File: config.mk
export PLATFORM = sky130hd
export DESIGN_NAME = geogenius_multimodo
export DESIGN_NICKNAME = d
export VERILOG_FILES = /design/src/rtl/geogenius_pkg.sv /design/src/rtl/geogenius_rom_respostas.sv /design/src/rtl/geogenius_multimodo.sv
export SDC_FILE = /design/constraint.sdc
export NUM_CORES = 1
export LEC_CHECK = 0
export ABC_AREA = 1
export CAP_MARGIN = 0
export CORE_MARGIN = 3
export CORE_UTILIZATION = 30
export DETAILED_ROUTE_END_ITERATION = 16
export PLACE_DENSITY_LB_ADDON = 0.2
export SLEW_MARGIN = 20
export SYNTH_ARGS = -nofsm -noshare
export SYNTH_HDL_FRONTEND = slang
export SYNTH_SLANG_ARGS = --single-unit
File: constraint.sdc
create_clock -name clock -period 2.1 [get_ports clock]
set_input_delay 0.21 -clock clock [delete_from_list [all_inputs] [get_ports clock]]
set_output_delay 0.21 -clock clock [all_outputs]
set_load 0.01 [all_outputs]
File: src/rtl/geogenius_pkg.sv
// Shared types for the multi-mode quiz engine: state encoding and the
// difficulty-mode timeout scaling.
package geogenius_pkg;

   typedef enum logic [3:0] {
      INICIAL       = 4'h0,
      PREPARA       = 4'h1,
      ESPERA        = 4'h2,
      REGISTRA      = 4'h3,
      COMPARA       = 4'h4,
      MOSTRA_ACERTO = 4'h5,
      MOSTRA_ERRO   = 4'h6,
      PROXIMA       = 4'h7,
      FIM_ACERTO    = 4'hA,
      FIM_ERRO      = 4'hE,
      FIM_TIMEOUT   = 4'hF
   } estado_t;

   function automatic int divisor(input logic [1:0] modo);
      return 1 << modo;
   endfunction

   // Response window in cycles for a mode; harder modes never drop below one cycle.
   function automatic int t_resp(input int t0, input logic [1:0] modo);
      int t;
      t = t0 / divisor(modo);
      return (t < 1) ? 1 : t;
   endfunction

endpackage

File: src/rtl/geogenius_rom_respostas.sv
// Answer table: the index of the correct button for each round.
// Round i expects button (i mod N_BOTOES).
module geogenius_rom_respostas #(
   parameter int N_BOTOES  = 8,
   parameter int N_RODADAS = 16
) (
   input  logic [$clog2(N_RODADAS)-1:0] rodada,
   output logic [$clog2(N_BOTOES)-1:0]  resposta
);

   localparam int DW = $clog2(N_BOTOES);

   logic [DW-1:0] tabela [N_RODADAS];

   generate
      for (genvar gi = 0; gi < N_RODADAS; gi++) begin : g_tabela
         assign tabela[gi] = DW'(gi % N_BOTOES);
      end
   endgenerate

   assign resposta = tabela[rodada];

endmodule

File: src/rtl/geogenius_multimodo.sv
// Round-based quiz engine: one-hot press detection, answer comparison,
// lives/score bookkeeping, per-mode response timeout and result hold time.
module geogenius_multimodo
   import geogenius_pkg::*;
#(
   parameter int N_BOTOES    = 8,
   parameter int N_RODADAS   = 16,
   parameter int N_VIDAS     = 3,
   parameter int T_RESP_0    = 5000,
   parameter int T_RESULTADO = 1000
) (
   input  logic                           clock,
   input  logic                           reset,
   input  logic                           jogar,
   input  logic [N_BOTOES-1:0]            botoes,
   input  logic [1:0]                     dificuldade,
   output logic                           acertou,
   output logic                           errou,
   output logic                           timeout,
   output logic                           pronto,
   output logic [N_BOTOES-1:0]            leds,
   output logic [$clog2(N_RODADAS+1)-1:0] score,
   output logic [2:0]                     vidas,
   output logic [$clog2(N_RODADAS)-1:0]   rodada,
   output logic [3:0]                     db_estado
);

   localparam int SW      = $clog2(N_RODADAS + 1);
   localparam int RW      = $clog2(N_RODADAS);
   localparam int AW      = $clog2(N_BOTOES);
   localparam int TMAX    = (T_RESP_0 > T_RESULTADO) ? T_RESP_0 : T_RESULTADO;
   localparam int TW      = $clog2(TMAX + 1);
   localparam int LIM0    = t_resp(T_RESP_0, 2'd0) - 1;
   localparam int LIM1    = t_resp(T_RESP_0, 2'd1) - 1;
   localparam int LIM2    = t_resp(T_RESP_0, 2'd2) - 1;
   localparam int LIM3    = t_resp(T_RESP_0, 2'd3) - 1;
   localparam int LIM_RES = T_RESULTADO - 1;
   localparam int META    = (N_RODADAS + 1) / 2;

   estado_t              estado_reg, estado_next;
   logic [1:0]           modo_reg;
   logic [TW-1:0]        timer_reg;
   logic [N_BOTOES-1:0]  prev_reg;
   logic [N_BOTOES-1:0]  captura_reg;
   logic [N_BOTOES-1:0]  jogada_reg;
   logic [SW-1:0]        score_reg;
   logic [2:0]           vidas_reg;
   logic [RW-1:0]        rodada_reg;
   logic                 por_timeout_reg;

   logic                 one_hot, limpo, press;
   logic [TW-1:0]        limite_resp;
   logic                 fim_resp, fim_res, acerto, ultima;
   logic [AW-1:0]        resposta;
   logic [N_BOTOES-1:0]  esperado;

   geogenius_rom_respostas #(
      .N_BOTOES  (N_BOTOES),
      .N_RODADAS (N_RODADAS)
   ) u_rom (
      .rodada   (rodada_reg),
      .resposta (resposta)
   );

   // The edge reference only follows clean (zero or one-hot) vectors, so a
   // multi-hot glitch does not hide the rising edge of the single button that remains.
   assign one_hot  = (botoes != '0) && ((botoes & (botoes - 1'b1)) == '0);
   assign limpo    = (botoes == '0) || one_hot;
   assign press    = one_hot && ((botoes & ~prev_reg) != '0);
   assign fim_resp = (timer_reg == limite_resp);
   assign fim_res  = (timer_reg == TW'(LIM_RES));
   assign esperado = N_BOTOES'(1) << resposta;
   assign acerto   = (jogada_reg == esperado);
   assign ultima   = (rodada_reg == RW'(N_RODADAS - 1));

   always_comb begin
      limite_resp = TW'(LIM0);
      case (modo_reg)
         2'd1:    limite_resp = TW'(LIM1);
         2'd2:    limite_resp = TW'(LIM2);
         2'd3:    limite_resp = TW'(LIM3);
         default: limite_resp = TW'(LIM0);
      endcase
   end

   always_comb begin
      estado_next = estado_reg;
      case (estado_reg)
         INICIAL, FIM_ACERTO, FIM_ERRO, FIM_TIMEOUT:
            if (jogar) estado_next = PREPARA;
         PREPARA:  estado_next = ESPERA;
         ESPERA: begin
            if (press)         estado_next = REGISTRA;
            else if (fim_resp) estado_next = MOSTRA_ERRO;
         end
         REGISTRA: estado_next = COMPARA;
         COMPARA:  estado_next = acerto ? MOSTRA_ACERTO : MOSTRA_ERRO;
         MOSTRA_ACERTO:
            if (fim_res) estado_next = PROXIMA;
         MOSTRA_ERRO: begin
            if (fim_res) begin
               if (vidas_reg == 3'd0)
                  estado_next = por_timeout_reg ? FIM_TIMEOUT : FIM_ERRO;
               else
                  estado_next = PROXIMA;
            end
         end
         PROXIMA: begin
            if (ultima)
               estado_next = (score_reg >= SW'(META)) ? FIM_ACERTO : FIM_ERRO;
            else if (botoes == '0)
               estado_next = ESPERA;
         end
         default:  estado_next = INICIAL;
      endcase
   end

   always_ff @(posedge clock or posedge reset) begin
      if (reset) begin
         estado_reg      <= INICIAL;
         modo_reg        <= '0;
         timer_reg       <= '0;
         prev_reg        <= '0;
         captura_reg     <= '0;
         jogada_reg      <= '0;
         score_reg       <= '0;
         vidas_reg       <= 3'(N_VIDAS);
         rodada_reg      <= '0;
         por_timeout_reg <= 1'b0;
      end else begin
         estado_reg <= estado_next;
         if (limpo) prev_reg <= botoes;

         // Every state change restarts the timer, so each window starts at zero.
         if (estado_next != estado_reg)
            timer_reg <= '0;
         else if (estado_reg == ESPERA || estado_reg == MOSTRA_ACERTO || estado_reg == MOSTRA_ERRO)
            timer_reg <= timer_reg + 1'b1;

         case (estado_reg)
            PREPARA: begin
               score_reg       <= '0;
               rodada_reg      <= '0;
               vidas_reg       <= 3'(N_VIDAS);
               modo_reg        <= dificuldade;
               jogada_reg      <= '0;
               por_timeout_reg <= 1'b0;
            end
            ESPERA: begin
               if (press) begin
                  captura_reg <= botoes;
               end else if (fim_resp) begin
                  if (vidas_reg != 3'd0) vidas_reg <= vidas_reg - 1'b1;
                  por_timeout_reg <= 1'b1;
                  jogada_reg      <= '0;
               end
            end
            REGISTRA: jogada_reg <= captura_reg;
            COMPARA: begin
               if (acerto) begin
                  if (score_reg != SW'(N_RODADAS)) score_reg <= score_reg + 1'b1;
               end else begin
                  if (vidas_reg != 3'd0) vidas_reg <= vidas_reg - 1'b1;
                  por_timeout_reg <= 1'b0;
               end
            end
            PROXIMA: begin
               if (!ultima && botoes == '0) begin
                  rodada_reg <= rodada_reg + 1'b1;
                  jogada_reg <= '0;
               end
            end
            default: ;
         endcase
      end
   end

   assign acertou   = (estado_reg == FIM_ACERTO);
   assign errou     = (estado_reg == FIM_ERRO);
   assign timeout   = (estado_reg == FIM_TIMEOUT);
   assign pronto    = acertou || errou || timeout;
   assign leds      = (estado_reg == MOSTRA_ACERTO || estado_reg == MOSTRA_ERRO) ? jogada_reg :
                      (estado_reg == FIM_ACERTO) ? '1 : '0;
   assign score     = score_reg;
   assign vidas     = vidas_reg;
   assign rodada    = rodada_reg;
   assign db_estado = estado_reg;

endmodule
==> results of run 1 <==
[worst max-delay path, stage by stage, from the launching register on]
cell and delay, ns:
dfrtp_1 0.43, inv_1 0.15, ha_2 0.26, nand2_1 0.07
nand2_1 0.05, nand2_1 0.04, nand2_1 0.08, nor2_1 0.05
nand2_2 0.09, nand2_2 0.07, buf_4 0.14, nand4_1 0.06
nand2_1 0.06, nor2_2 0.15, nand3_4 0.13, buf_12 0.17
nor2_1 0.08
[cells by family after synthesis]
kind of cell / Yosys count / share of synthesized area [%]
buffers and inverters: 91 / 10.3
flip-flops: 56 / 38.2
AO/OA/AOI/OAI: 61 / 9.16
adder cells (fa/ha/maj): 15 / 5.11
AND/OR/NAND/NOR: 273 / 33.2
XOR/XNOR: 17 / 4.05
[synthesized netlist by cell type (3+ instances only)]
cell type / count
a21oi_1: 11
nor2_2: 17
a21oi_2: 3
inv_2: 6
xor2_1: 14
dfrtp_1: 54
buf_6: 3
nand3_1: 40
xnor2_1: 3
nand4_1: 10
nand2_1: 150
o21ai_0: 37
o21ai_1: 3
ha_1: 15
inv_1: 75
nor2_1: 42
[placed cells by master (no fill, tap or decap), types with 3 or more instances in the layout]
cell,count
nor2_1,34
dlymetal6s2s_1,6
ha_1,7
nand3_1,37
nand3_2,4
dlygate4sd2_1,3
buf_4,53
inv_2,11
nand4_1,10
ha_4,5
dfrtp_1,52
o21ai_0,35
o21ai_1,5
a21oi_1,10
inv_1,69
nand2_2,7
clkdlybuf4s50_1,31
nand2_1,143
a21oi_2,3
xor2_1,14
ha_2,3
clkbuf_16,5
nor2_2,18
nor2_4,9
[path summary, 6_finish.rpt]
path	start	end	slack [ns]	cells after the start
min in group clock	dificuldade[0]	modo_reg[0]	0.47	3
hold / removal	reset	prev_reg[5]	0.25	2
setup / recovery	rodada[1]	timer_reg[10]	-0.03	16
hold reg to reg	vidas[1]	vidas[1]	0.49	2
setup reg to reg	rodada[1]	timer_reg[10]	-0.03	16
max in group asynchronous	reset	jogada_reg[2]	1.29	3
[layer usage]
layer	GRT usage [%]	routed length (µm)	part of all wire [%]
met1	21.7	4760	49
met2	25.1	4430	45
met3	2.33	425	4.4
met4	4.36	144	1.5
met5	0	0	0
[power by group]
group	switching [µW]	internal (µW)	leakage [µW]	total (µW)
Combinational	1500	1180	0.00171	2680
Clock	407	569	0.0000815	976
Sequential	154	1270	0.000750	1420
Total	2060	3020	0.00254	5080
[through the flow]
| stage | std cells | utilization (%) | cell area, µm² | power (µW) | setup TNS, ns |
|---|---|---|---|---|---|
| 2_1_floorplan | 513 | - | 3670 | 2810 | 0 |
| 3_3_place_gp | 729 | 38.7 | 4530 | 3550 | -0.911 |
| 3_5_place_dp | 729 | 38.7 | 4530 | 3580 | -1.03 |
| 4_1_cts | 751 | 41.9 | 4900 | 4970 | -0.0116 |
| 5_1_grt | 751 | 43.0 | 5040 | 5500 | -2.63 |
| 6_report | 751 | 43.0 | 5040 | 5080 | -0.340 |
[area by class of cell]
class	count	area share, %
Multi-Input combinational cell	366	41.6
Timing Repair Buffer	96	17.4
Tap cell	143	3.55
Sequential cell	56	27.9
Inverter	82	6.21
Clock inverter	2	0.770
Clock buffer	6	2.56
[what timing repair did]
action	4_1_cts	5_1_grt
hold buffers	0	0
buffers inserted	13	0
pin swaps	3	9
resized for setup	29	36
endpoints found under the setup margin	32	36
gates cloned	1	0
==> key figures, run 1 <==
Final layout
  • Layout Nets: 635
  • Multi-input gate area: 2100 µm²
  • P&R area growth vs syn: 37.2%
  • Fraction of layout cells with a size suffix above 1: 23.2%
  • Fillers: 1197
  • Max reg flops: 13
  • Reg area: 1410 µm²
  • Diode count: 0

Drt
  • Drt initial violations: 141
  • Drt wl/cell: 13.0 µm
  • Post-route antenna net violation count: 0
  • DRC violations left: 0
  • Via Count: 3454
  • Via density per instance: 4.60
  • Drt pass-1 iters: 4
  • Final wirelength: 9.76 mm

CTS
  • CTS Buffer Depth: 2
  • Clock latency on the worst-skew pair: 0.30 ns
  • CTS tree: done
  • H-tree depth reported by CTS: 2
  • Clock Sinks: 56
  • Root Buffer: clkbuf_16
  • CTS buffer count: 5
  • Clock slew at reported path FFs: 0.08 ns

Logic synthesis
  • Net Count, Synth: 541
  • Seq/Total Area, Yosys: 38.2%
  • Main flop type after synthesis: dfrtp_1
  • Top post-synthesis cells by area: dfrtp_1, nand2_1, inv_1, nand3_1, ha_1
  • Cells after synthesis: 513
  • Yosys reg bits: 56
  • Netlist Area Pre-Place: 3670 µm²
  • Yosys warnings: 0
  • Post-synth EDFFs: 0
  • Avg Inst Size Synth: 7.16 µm²
  • Synth unique cells: 37
  • Top-area cell type share of the netlist area: 36.8%
  • Area leader, netlist: dfrtp_1
  • Asr flop ratio synth: 100%

Timing
  • Final hold violations: 0
  • Slew @ Worst Pin: 0.509 ns
  • Slew Limit Fails: 0
  • Fmax: 469 MHz
  • Worst Slack Setup Final: -0.0330 ns
  • Final period utilization: 102%
  • Final Skew: 0.00689 ns
  • Worst Hold Slack: 0.253 ns
  • Final setup fails: 13
  • Fin crit period: 2.13 ns
  • Relative slew slack: 66.0%
  • RSZ-0062 raised after global routing: yes

Setup path
  • Worst setup EP type: flip-flop
  • Crit path required time: 2.33 ns
  • Worst Path Arrival: 2.37 ns
  • Crit path kind: flip-flop to flip-flop
  • Critical path peak fanout: 7
  • CP startpoint kind: flip-flop

Placed design
  • IO Port Bufs: 40
  • GPL Wtd Cong: 0.906
  • Dpl ws: -0.102 ns
  • Detailed-placement wirelength estimate: 7.63 mm

GRT
  • Tot GR Track Use: 15.5%
  • Initial antenna violation count: 0
  • Grt ovf: 0
  • Vias in the first global route: 3337
  • First-pass GRT wire length: 16.6 mm
  • Largest net degree at the start of global routing: 26

Min path
  • Hold WC Path Type: input port to async pin

Die
  • Die X: 117 µm
  • Initial Util: 31.4%
  • Die span in y: 117 µm
  • CORE AREA: 11700 µm²
  • Num rows: 39
  • Die area: 13600 µm²
  • I/O pin count: 41

Power and ir drop
  • Leakage power: 0.00254 µW
  • Worst VDD drop: 0.421 mV
  • Power per Cell Area: 1010 nW/µm²

Outcome
  • Failing checks: negative setup slack
  • Status: finished with violations

Run
  • MaxCap Viol Count: 0
Power figures use the tool's default switching activity.
==> run 2: changes to the inputs <==
Settings changed: CAP_MARGIN 0 to 20, CORE_MARGIN 3 to 1.
==> run 2 against run 1 <==
The run still ends with negative setup slack left; first-iteration DRC count rose by 43%; global-route usage rose by 0.86 points; cell count rose by 0.13%; core utilization fell by 0.81 points; largest power group unchanged.
==> key figures, run 2 (synthesized netlist as in run 1, its figures left out) <==
Outcome
  • Status: finished with violations
  • Failing checks: negative setup slack

Timing
  • Fmax: 471 MHz (+0.53%)
  • Relative slew slack: 71.4% (+5.4 points)
  • Final Skew: 0.00710 ns (+0.000203 ns)
  • Fin crit period: 2.12 ns (-0.0113 ns)
  • Slew @ Worst Pin: 0.425 ns (-0.0845 ns)
  • RSZ-0062 raised after global routing: yes
  • Worst Slack Setup Final: -0.0216 ns (+0.0113 ns)
  • Final setup fails: 13 (unchanged)
  • Slew Limit Fails: 0 (unchanged)
  • Final hold violations: 0 (unchanged)
  • Final period utilization: 101% (-0.54 points)
  • Worst Hold Slack: 0.275 ns (+0.0218 ns)

Power and ir drop
  • Power per Cell Area: 1010 nW/µm² (-0.23%)
  • Worst VDD drop: 0.412 mV (-2.2%)
  • Leakage power: 0.00255 µW (+0.35%)
  • Overall Power: 5080 µW (about the same)

Die
  • Num rows: 40 (+2.6%)
  • Initial Util: 30.7% (-0.66 points)
  • Die area: 12700 µm² (-6.7%)
  • Die X: 113 µm (-3.4%)
  • Die span in y: 113 µm (-3.4%)
  • I/O pin count: 41 (unchanged)
  • CORE AREA: 12000 µm² (+2.1%)

Setup path
  • Crit path kind: flip-flop to flip-flop
  • CP startpoint kind: flip-flop
  • R2r startpoint: rodada[1]
  • Worst Path Arrival: 2.35 ns (-0.02 ns)
  • R2r setup slk: -0.02 ns (about the same)
  • Crit path cell chain: ha_4 > ha_4 > xnor2_2 > nand3_1 > nor2_1 > nand2_2 > nand2_2 > nand3_2 > nand2_1 > nand2_2 > nor2_4 > nand3_4 > buf_12 > nor2_1
  • CP max stage cell: dfrtp_2
  • FF-to-FF End: timer_reg[10]
  • Crit path top cell by count: nand2_2
  • Max incr delay on CP: 0.45 ns (+0.02 ns)
  • Critical path peak fanout: 7 (unchanged)
  • Worst r2r path cells: 14 (-2)
  • Worst setup EP type: flip-flop
  • Crit path required time: 2.33 ns (about the same)

GRT
  • First-pass GRT wire length: 16.4 mm (-1.3%)
  • Grt ovf: 0 (unchanged)
  • Initial antenna violation count: 0 (unchanged)
  • Vias in the first global route: 3440 (+3.1%)
  • Largest net degree at the start of global routing: 57 (+120%)
  • Tot GR Track Use: 16.4% (+0.86 points)

Drt
  • Post-route antenna net violation count: 0 (unchanged)
  • Final wirelength: 9.84 mm (+0.80%)
  • Via density per instance: 4.67 (+1.5%)
  • Via Count: 3512 (+1.7%)
  • Drt initial violations: 201 (+43%)
  • Drt wl/cell: 13.1 µm (+0.66%)
  • Drt pass-1 iters: 4 (unchanged)
  • DRC violations left: 0 (unchanged)

Placed design
  • GPL Wtd Cong: 0.868 (-4.2%)
  • Dpl ws: -0.0814 ns (+0.0202 ns)
  • Detailed-placement wirelength estimate: 7.37 mm (-3.4%)
  • Placed cell count: 733 (+0.55%)
  • IO Port Bufs: 40 (unchanged)

Min path
  • Hold WC Path Type: input port to async pin

CTS
  • Clock slew at reported path FFs: 0.08 ns (about the same)
  • Clock latency on the worst-skew pair: 0.30 ns (about the same)
  • Hold-fix buffers, CTS: 0 (unchanged)
  • CTS Buffer Depth: 2 (unchanged)
  • Clock Sinks: 56 (unchanged)
  • Root Buffer: clkbuf_16
  • CTS tree: done
  • CTS buffer count: 5 (unchanged)
  • H-tree depth reported by CTS: 2 (unchanged)

Final layout
  • Multi-input gate area: 2120 µm² (+1.3%)
  • Reg area: 1410 µm² (+0.27%)
  • Max reg flops: 13 (unchanged)
  • Most frequent cells in the layout: nand2_1, inv_1, dfrtp_1, buf_4, nand3_1
  • Core Util, Final: 42.2% (-0.81 points)
  • Commonest non-fill, non-tap cell in the layout: nand2_1
  • Final Instance Count excl. Fillers: 752 (+0.13%)
  • Diode count: 0 (unchanged)
  • Fraction of layout cells with a size suffix above 1: 24.0% (+0.78 points)
  • P&R area growth vs syn: 37.5%
  • Layout Nets: 632 (-0.47%)
  • Fillers: 1207 (+0.84%)

Run
  • MaxCap Viol Count: 0 (unchanged)
[run 2: changes by cell type in the layout (fill, tap and decap cells not counted), moves of 2 or more]
cell / change
buf_4: -5
buf_6: +2
dfrtp_1: -3
dfrtp_2: +3
dlygate4sd2_1: -2
dlymetal6s2s_1: +2
ha_4: +2
inv_2: +2
nor2_1: -2
nor2_4: +3
[run 2: cell type report]
class	instances	share of cell area [%]
clock buffers	6	2.75
clock inverters	2	0.273
inverters	82	6.14
multi-input cells	366	42.0
flip-flops and latches	56	27.9
well taps	147	3.64
repair buffers	93	17.2
[run 2: layer usage]
layer  part of all wire (%)  GRT usage [%]  vias up
met5                      0              0        -
met4                    3.1           7.20        0
met3                    3.2           2.54       20
met2                     47           27.4       76
met1                     46           20.9     1622
li1                       -              -     1794
[run 2: per-stage QoR]
step                TNS (ns)  area [µm²]
finish                -0.149        5050
global route           -1.71        5050
CTS                 -0.00387        4890
detailed placement    -0.921        4530
global placement      -0.221        4530
floorplan                  0        3670
[run 2: where the power goes]
part	switching [µW]	leakage, µW	internal [µW]
Combinational	1540	0.00173	1210
Clock	421	0.0000772	479
Sequential	154	0.000746	1270
[run 2: critical path: cells and delay by family, from the launching register on]
kind                     cells  cell delay [ns]
flip-flops                   1             0.45
adder cells (fa/ha/maj)      2             0.36
buffers and inverters        1             0.17
AND/OR/NAND/NOR             10             0.97
XOR/XNOR                     1             0.11
[run 2: repair_timing]
action,in CTS,in global routing
endpoints found under the hold margin,0,0
gates cloned,1,0
buffers inserted,8,2
endpoints found under the setup margin,28,36
pin swaps,9,8
gates resized for setup,31,44
[run 2: how the worst max path moves through the flow]
stage | slack [ns] | end | startpoint
after floorplan | 0.10 | timer_reg[3] | rodada[0]
after global placement | -0.02 | timer_reg[8] | botoes[0]
after detailed placement | -0.08 | score[4] | rodada[0]
after CTS | -0.004 | timer_reg[9] | rodada[0]
after global routing | -0.14 | timer_reg[10] | rodada[0]
final | -0.02 | timer_reg[10] | rodada[1]
==> run 3: changes to the inputs <==
Settings changed: RECOVER_POWER set to 25.
==> run 3 against run 2 <==
The run still ends with negative setup slack left; combinational power barely moved; hold slack improved by 0.19 ns; worst setup slack stayed put; clock skew did not move; largest cell class unchanged; via count unchanged; largest power group unchanged; critical path depth unchanged; fmax unchanged; sequential share of layout area up 0.083 points; register-to-register slack barely moved.
==> key figures, run 3 (synthesized netlist as in run 1, its figures left out) <==
Timing
  • Final period utilization: 101% (unchanged)
  • Slew @ Worst Pin: 1.42 ns (+1.00 ns)
  • RSZ-0062 raised after global routing: yes
  • Worst Slack Setup Final: -0.0216 ns (unchanged)
  • Worst Hold Slack: 0.465 ns (+0.190 ns)
  • Relative slew slack: 5.01% (-66 points)
  • Final setup fails: 13 (unchanged)
  • Final hold violations: 0 (unchanged)
  • Fmax: 471 MHz (unchanged)
  • Fin crit period: 2.12 ns (unchanged)
  • Slew Limit Fails: 0 (unchanged)
  • Final Skew: 0.00710 ns (unchanged)

Outcome
  • Failing checks: negative setup slack
  • Status: finished with violations

Setup path
  • Max incr delay on CP: 0.45 ns (about the same)
  • Crit path cell chain: ha_4 > ha_4 > xnor2_2 > nand3_1 > nor2_1 > nand2_2 > nand2_2 > nand3_2 > nand2_1 > nand2_2 > nor2_4 > nand3_4 > buf_12 > nor2_1
  • Worst Path Arrival: 2.35 ns (about the same)
  • Crit path kind: flip-flop to flip-flop
  • Worst setup EP type: flip-flop
  • Delay-heaviest family, CP: simple AND/OR/NAND/NOR gates
  • Worst path bufs/invs: 1 (unchanged)
  • CP startpoint kind: flip-flop
  • Crit path top cell by count: nand2_2
  • Critical path peak fanout: 7 (unchanged)
  • CP max stage cell: dfrtp_2
  • Crit path required time: 2.33 ns (about the same)

GRT
  • Largest net degree at the start of global routing: 57 (unchanged)
  • Grt ovf: 0 (unchanged)
  • First-pass GRT wire length: 16.4 mm (unchanged)
  • Tot GR Track Use: 16.4% (unchanged)
  • Initial antenna violation count: 0 (unchanged)
  • Vias in the first global route: 3440 (unchanged)

Final layout
  • Commonest non-fill, non-tap cell in the layout: nand2_1
  • Most frequent cells in the layout: nand2_1, inv_1, dfrtp_1, buf_4, nand3_1
  • Max reg flops: 13 (unchanged)
  • Final instance area: 5030 µm² (-0.30%)
  • Final Instance Count excl. Fillers: 752 (unchanged)
  • Fillers: 1209 (+0.17%)
  • Diode count: 0 (unchanged)
  • Fraction of layout cells with a size suffix above 1: 23.8% (-0.17 points)
  • Layout Nets: 632 (unchanged)
  • P&R area growth vs syn: 37.1%

Drt
  • Via Count: 3512 (unchanged)
  • Final wirelength: 9.85 mm (about the same)
  • Drt wl/cell: 13.1 µm (about the same)
  • DRC violations left: 0 (unchanged)
  • Via density per instance: 4.67 (unchanged)
  • Drt initial violations: 201 (unchanged)
  • Drt pass-1 iters: 4 (unchanged)
  • Post-route antenna net violation count: 0 (unchanged)

CTS
  • CTS tree: done
  • Clock latency on the worst-skew pair: 0.30 ns (about the same)
  • Root Buffer: clkbuf_16
  • H-tree depth reported by CTS: 2 (unchanged)
  • CTS Buffer Depth: 2 (unchanged)
  • Clock slew at reported path FFs: 0.07 ns (about the same)
  • CTS buffer count: 5 (unchanged)
  • Clock Sinks: 56 (unchanged)

Die
  • Num rows: 40 (unchanged)
  • Die area: 12700 µm² (unchanged)
  • I/O pin count: 41 (unchanged)
  • CORE AREA: 12000 µm² (unchanged)
  • Die span in y: 113 µm (unchanged)
  • Die X: 113 µm (unchanged)
  • Initial Util: 30.7% (unchanged)

Placed design
  • GPL Wtd Cong: 0.868 (unchanged)
  • Placed cell area: 4530 µm² (unchanged)
  • Placed cell count: 733 (unchanged)
  • Detailed-placement wirelength estimate: 7.37 mm (unchanged)
  • IO Port Bufs: 40 (unchanged)

Power and ir drop
  • Power per Cell Area: 1010 nW/µm² (+0.21%)
  • Worst VDD drop: 0.412 mV (about the same)
  • Leakage power: 0.00254 µW (-0.30%)

Min path
  • Hold WC Path Type: input port to flip-flop

Run
  • MaxCap Viol Count: 0 (unchanged)
==> run 3: cell count changes in the layout (fill, tap and decap cells not counted), sizes merged <==
cell           delta
clkbuf            +1
inv               -1
buf               -1
clkinv            +1
dlygate4sd3       +1
clkdlybuf4s50     -1
==> run 3: final timing paths <==
kind,to,from,cells after the start,slack (ns)
worst max register to register,timer_reg[10],rodada[1],14,-0.02
min in group asynchronous,prev_reg[4],reset,3,0.83
worst min register to register,vidas[0],vidas[0],2,0.49
worst max-delay path,timer_reg[10],rodada[1],14,-0.02
worst min-delay path,modo_reg[1],dificuldade[1],3,0.47
max in group asynchronous,modo_reg[0],reset,3,0.32
==> run 3: where the power goes <==
part	switching, µW	total (µW)	internal [µW]
clock	421	900	479
combinational	1540	2740	1210
sequential	154	1430	1270
total	2110	5070	2960
==> run 3: per-layer routing <==
layer / GRT usage (%) / wire length (µm) / vias to the layer above
li1: - / - / 1794
met1: 20.9 / 4560 / 1622
met2: 27.4 / 4670 / 76
met5: 0 / 0 / -
met4: 7.20 / 309 / 0
met3: 2.54 / 311 / 20
==> run 3: area by class of cell <==
cell class              instances  area [µm²]  share of cell area [%]
well taps                     147         184                    3.65
inverters                      82         310                    6.16
clock buffers                   6         139                    2.76
repair buffers                 93         855                    17.0
multi-input cells             366        2120                    42.2
clock inverters                 2        13.8                   0.273
flip-flops and latches         56        1410                    28.0
==> run 3: worst reg2reg max path, cell delays in order, from the launching register on <==
cell	delay (ns)
dfrtp_2	0.45
ha_4	0.20
ha_4	0.16
xnor2_2	0.11
nand3_1	0.08
nor2_1	0.13
nand2_2	0.09
nand2_2	0.10
nand3_2	0.08
nand2_1	0.08
nand2_2	0.06
nor2_4	0.14
nand3_4	0.13
buf_12	0.17
nor2_1	0.08
==> run 3: repair_timing <==
action,in CTS,in global routing
endpoints found under the hold margin,0,0
setup endpoints to repair,28,36
setup buffers,8,2
pin swaps,9,8
gates cloned,1,0
gates resized for setup,31,44
hold buffers,0,0
==> run 3: stage by stage <==
step / total power [µW] / setup slack (ns) / utilization [%] / TNS (ns)
floorplan: 2810 / 0.102 / - / 0
global placement: 3600 / -0.0229 / 37.9 / -0.221
detailed placement: 3610 / -0.0814 / 37.9 / -0.921
CTS: 4860 / -0.00387 / 40.9 / -0.00387
global route: 5450 / -0.137 / 42.1 / -2.05
finish: 5070 / -0.0216 / 42.1 / -0.149
==> variant (config.mk and constraints of run 3) <==
`N_RODADAS` is set to 16 in 2 places; all go to 8.
--- a/src/rtl/geogenius_rom_respostas.sv
+++ b/src/rtl/geogenius_rom_respostas.sv
@@ -2,7 +2,7 @@
 // Round i expects button (i mod N_BOTOES).
 module geogenius_rom_respostas #(
    parameter int N_BOTOES  = 8,
-   parameter int N_RODADAS = 16
+   parameter int N_RODADAS = 8
 ) (
    input  logic [$clog2(N_RODADAS)-1:0] rodada,
    output logic [$clog2(N_BOTOES)-1:0]  resposta
--- a/src/rtl/geogenius_multimodo.sv
+++ b/src/rtl/geogenius_multimodo.sv
@@ -4,7 +4,7 @@
    import geogenius_pkg::*;
 #(
    parameter int N_BOTOES    = 8,
-   parameter int N_RODADAS   = 16,
+   parameter int N_RODADAS   = 8,
    parameter int N_VIDAS     = 3,
    parameter int T_RESP_0    = 5000,
    parameter int T_RESULTADO = 1000
Ports: changed (resized rodada and score); port bits go from 41 to 39. No check against the original RTL was run, so the function may have changed too.
==> variant against run 3 <==
The flow still finishes with violations (negative setup slack). Design area is 4.3% lower. Sequential share of layout area is 0.19 points higher. Clock skew is 1.2 ps lower. Sequential cell count is 2 lower. Area after synthesis is 6.3% lower. Worst setup slack worse by 25 ps. Fmax is 1.2% lower. Wire length is 9.8% lower. Global-route usage is 0.44 points lower. Total power is 18% lower. Via count is 5.8% lower. Highest routed layer unchanged.
==> variant: results (changes against run 3) <==
setup ws final: -46.7 ps (was -21.6 ps)
initial antenna violation count: 0 (unchanged)
Mapped Nets: 503 (was 541)
Routed WL: 8890 um (was 9850 um)
# placed instances: 683 (was 733)
status: finished with violations (unchanged)
Mean Syn Cell Area: 7.25 um^2 (was 7.16 um^2)
Post-Synth Adder-Cell Area: 5.45% (was 5.11%)
largest net degree at the start of global routing: 34 (was 57)
violated checks: negative setup slack (unchanged)
Leakage: 2.28 nW (was 2.54 nW)
Synth Area in XOR/XNOR: 3.56% (was 4.05%)
met1 Track Usage GR: 21.5% (was 20.9%)
worst slew pin tran: 876 ps (was 1420 ps)
multiplexer area fraction after synthesis: 0.291% (was 0%)
nets@finish: 591 (was 632)
Total GRT Usage: 15.9% (was 16.4%)
I/O Buffers: 38 (was 40)
Clock Tree Buf Depth: 2 (unchanged)
Post-synth top cells: nand2_1, inv_1, dfrtp_1, nor2_1 (was nand2_1, inv_1, dfrtp_1, nor2_1, nand3_1)
Hold Slack: 486 ps (was 465 ps)
Cell Area, Placed: 4260 um^2 (was 4530 um^2)
layout cell share with drive strength beyond 1: 24.8% (was 23.8%)
first-pass GRT wire length: 14,800 um (was 16,400 um)
Synth area leaders: dfrtp_1, nand2_1, inv_1, nand3_1, o21ai_0 (was dfrtp_1, nand2_1, inv_1, nand3_1, ha_1)
routing usage on met3: 2.51% (was 2.54%)
ANT cells: 0 (unchanged)
met2 Usage GRT: 26.1% (was 27.4%)
DP HPWL: 6780 um (was 7370 um)
maximum vdd ir drop: 417 uV (was 412 uV)
Starting DRT DRC Count: 145 (was 201)
DR WL/cell: 12.6 um (was 13.1 um)
R2R depth: 15 (was 14)
Vias: 3,307 (was 3,512)
synth unique cells: 34 (was 37)
Synth Area in Compound Gates: 8.39% (was 9.16%)
vias in the first global route: 3,108 (was 3,440)
GPL Wtd Cong: 0.849 (was 0.868)
DR pass1 iterations: 5 (was 4)
sequential area share after synthesis: 39.3% (was 38.2%)
Min-Delay Path Depth: 3 (unchanged)
clk_skew: 5.89 ps (was 7.10 ps)
Setup-failing EPs final: 13 (unchanged)
## variant: changes by cell type in the layout (fill, tap and decap cells not counted), sizes merged, moves of 3 or more
cell,run 3,this run
nor3,2,7
nand2,152,135
buf,52,47
o22ai,1,4
o21ai,41,44
a21oi,14,6
nand3,42,46
nand4,12,8
dlygate4sd2,1,7
inv,82,66
xor2,14,11
dlymetal6s2s,8,1
nor2,61,64
## variant: kinds of logic (layout without fill, tap and decap cells)
family | after synthesis | in the layout
fa+ha+maj | 15 | 15
buf+inv | 71 | 160
compound gates | 56 | 56
xor+xnor | 14 | 14
flops | 54 | 54
simple gates | 264 | 264
mux | 1 | 1
## variant: stage by stage
stage / utilization [%] / TNS, ps / setup WS [ps] / power, mW
detailed placement: 38.6 / -1520 / -109 / 2.90
finish: 43.7 / -494 / -46.7 / 4.17
global placement: 38.6 / -940 / -72.6 / 2.86
global route: 43.7 / -2340 / -178 / 4.47
floorplan: - / 0 / 69.3 / 2.26
CTS: 41.7 / -2.67 / -2.67 / 4.05
## variant: layer usage
| layer | vias to the layer above | wire length, um |
|---|---|---|
| met4 | 0 | 137 |
| met1 | 1526 | 4220 |
| met5 | - | 0 |
| met3 | 13 | 323 |
| met2 | 70 | 4200 |
| li1 | 1698 | - |
## variant: power by group
part | switching, mW | internal (mW) | total [mW] | leakage, nW
combinational | 1.00 | 0.855 | 1.86 | 1.50
sequential | 0.135 | 1.20 | 1.34 | 0.702
clock | 0.406 | 0.572 | 0.978 | 0.0819
total | 1.54 | 2.63 | 4.17 | 2.28
## variant: worst paths after layout
path / from / to
worst min-delay path: dificuldade[0] / modo_reg[0]
max in group asynchronous: reset / db_estado[2]
worst max register to register: rodada[1] / timer_reg[0]
worst max-delay path: rodada[1] / timer_reg[0]
worst min register to register: prev_reg[1] / prev_reg[1]
min in group asynchronous: reset / score[3]
## variant: repair_timing
item / CTS / global route
resized for setup: 36 / 47
endpoints found under the setup margin: 32 / 30
setup buffers: 8 / 4
cloned: 1 / 0
pin swaps: 2 / 14
## variant: layout make-up
class / count / area [um^2]
well taps: 140 / 175
clock inverters: 3 / 48.8
fillers: 1125 / 6210
repair buffers: 86 / 787
clock buffers: 5 / 125
multi-input cells: 350 / 2060
flip-flops and latches: 54 / 1360
inverters: 66 / 260
## variant: critical path, stage by stage, from the launching register on
cell     delay [ps]
dfrtp_1         430
buf_6           160
buf_12          120
ha_4            160
nand3_1          70
nand3_1          70
nor2_1          140
nand2_2         120
nand2_2         120
nand2_2          60
nand2_1          70
nand3_2          80
nor2_4          130
nand3_4         110
buf_12          170
nor2_4           70
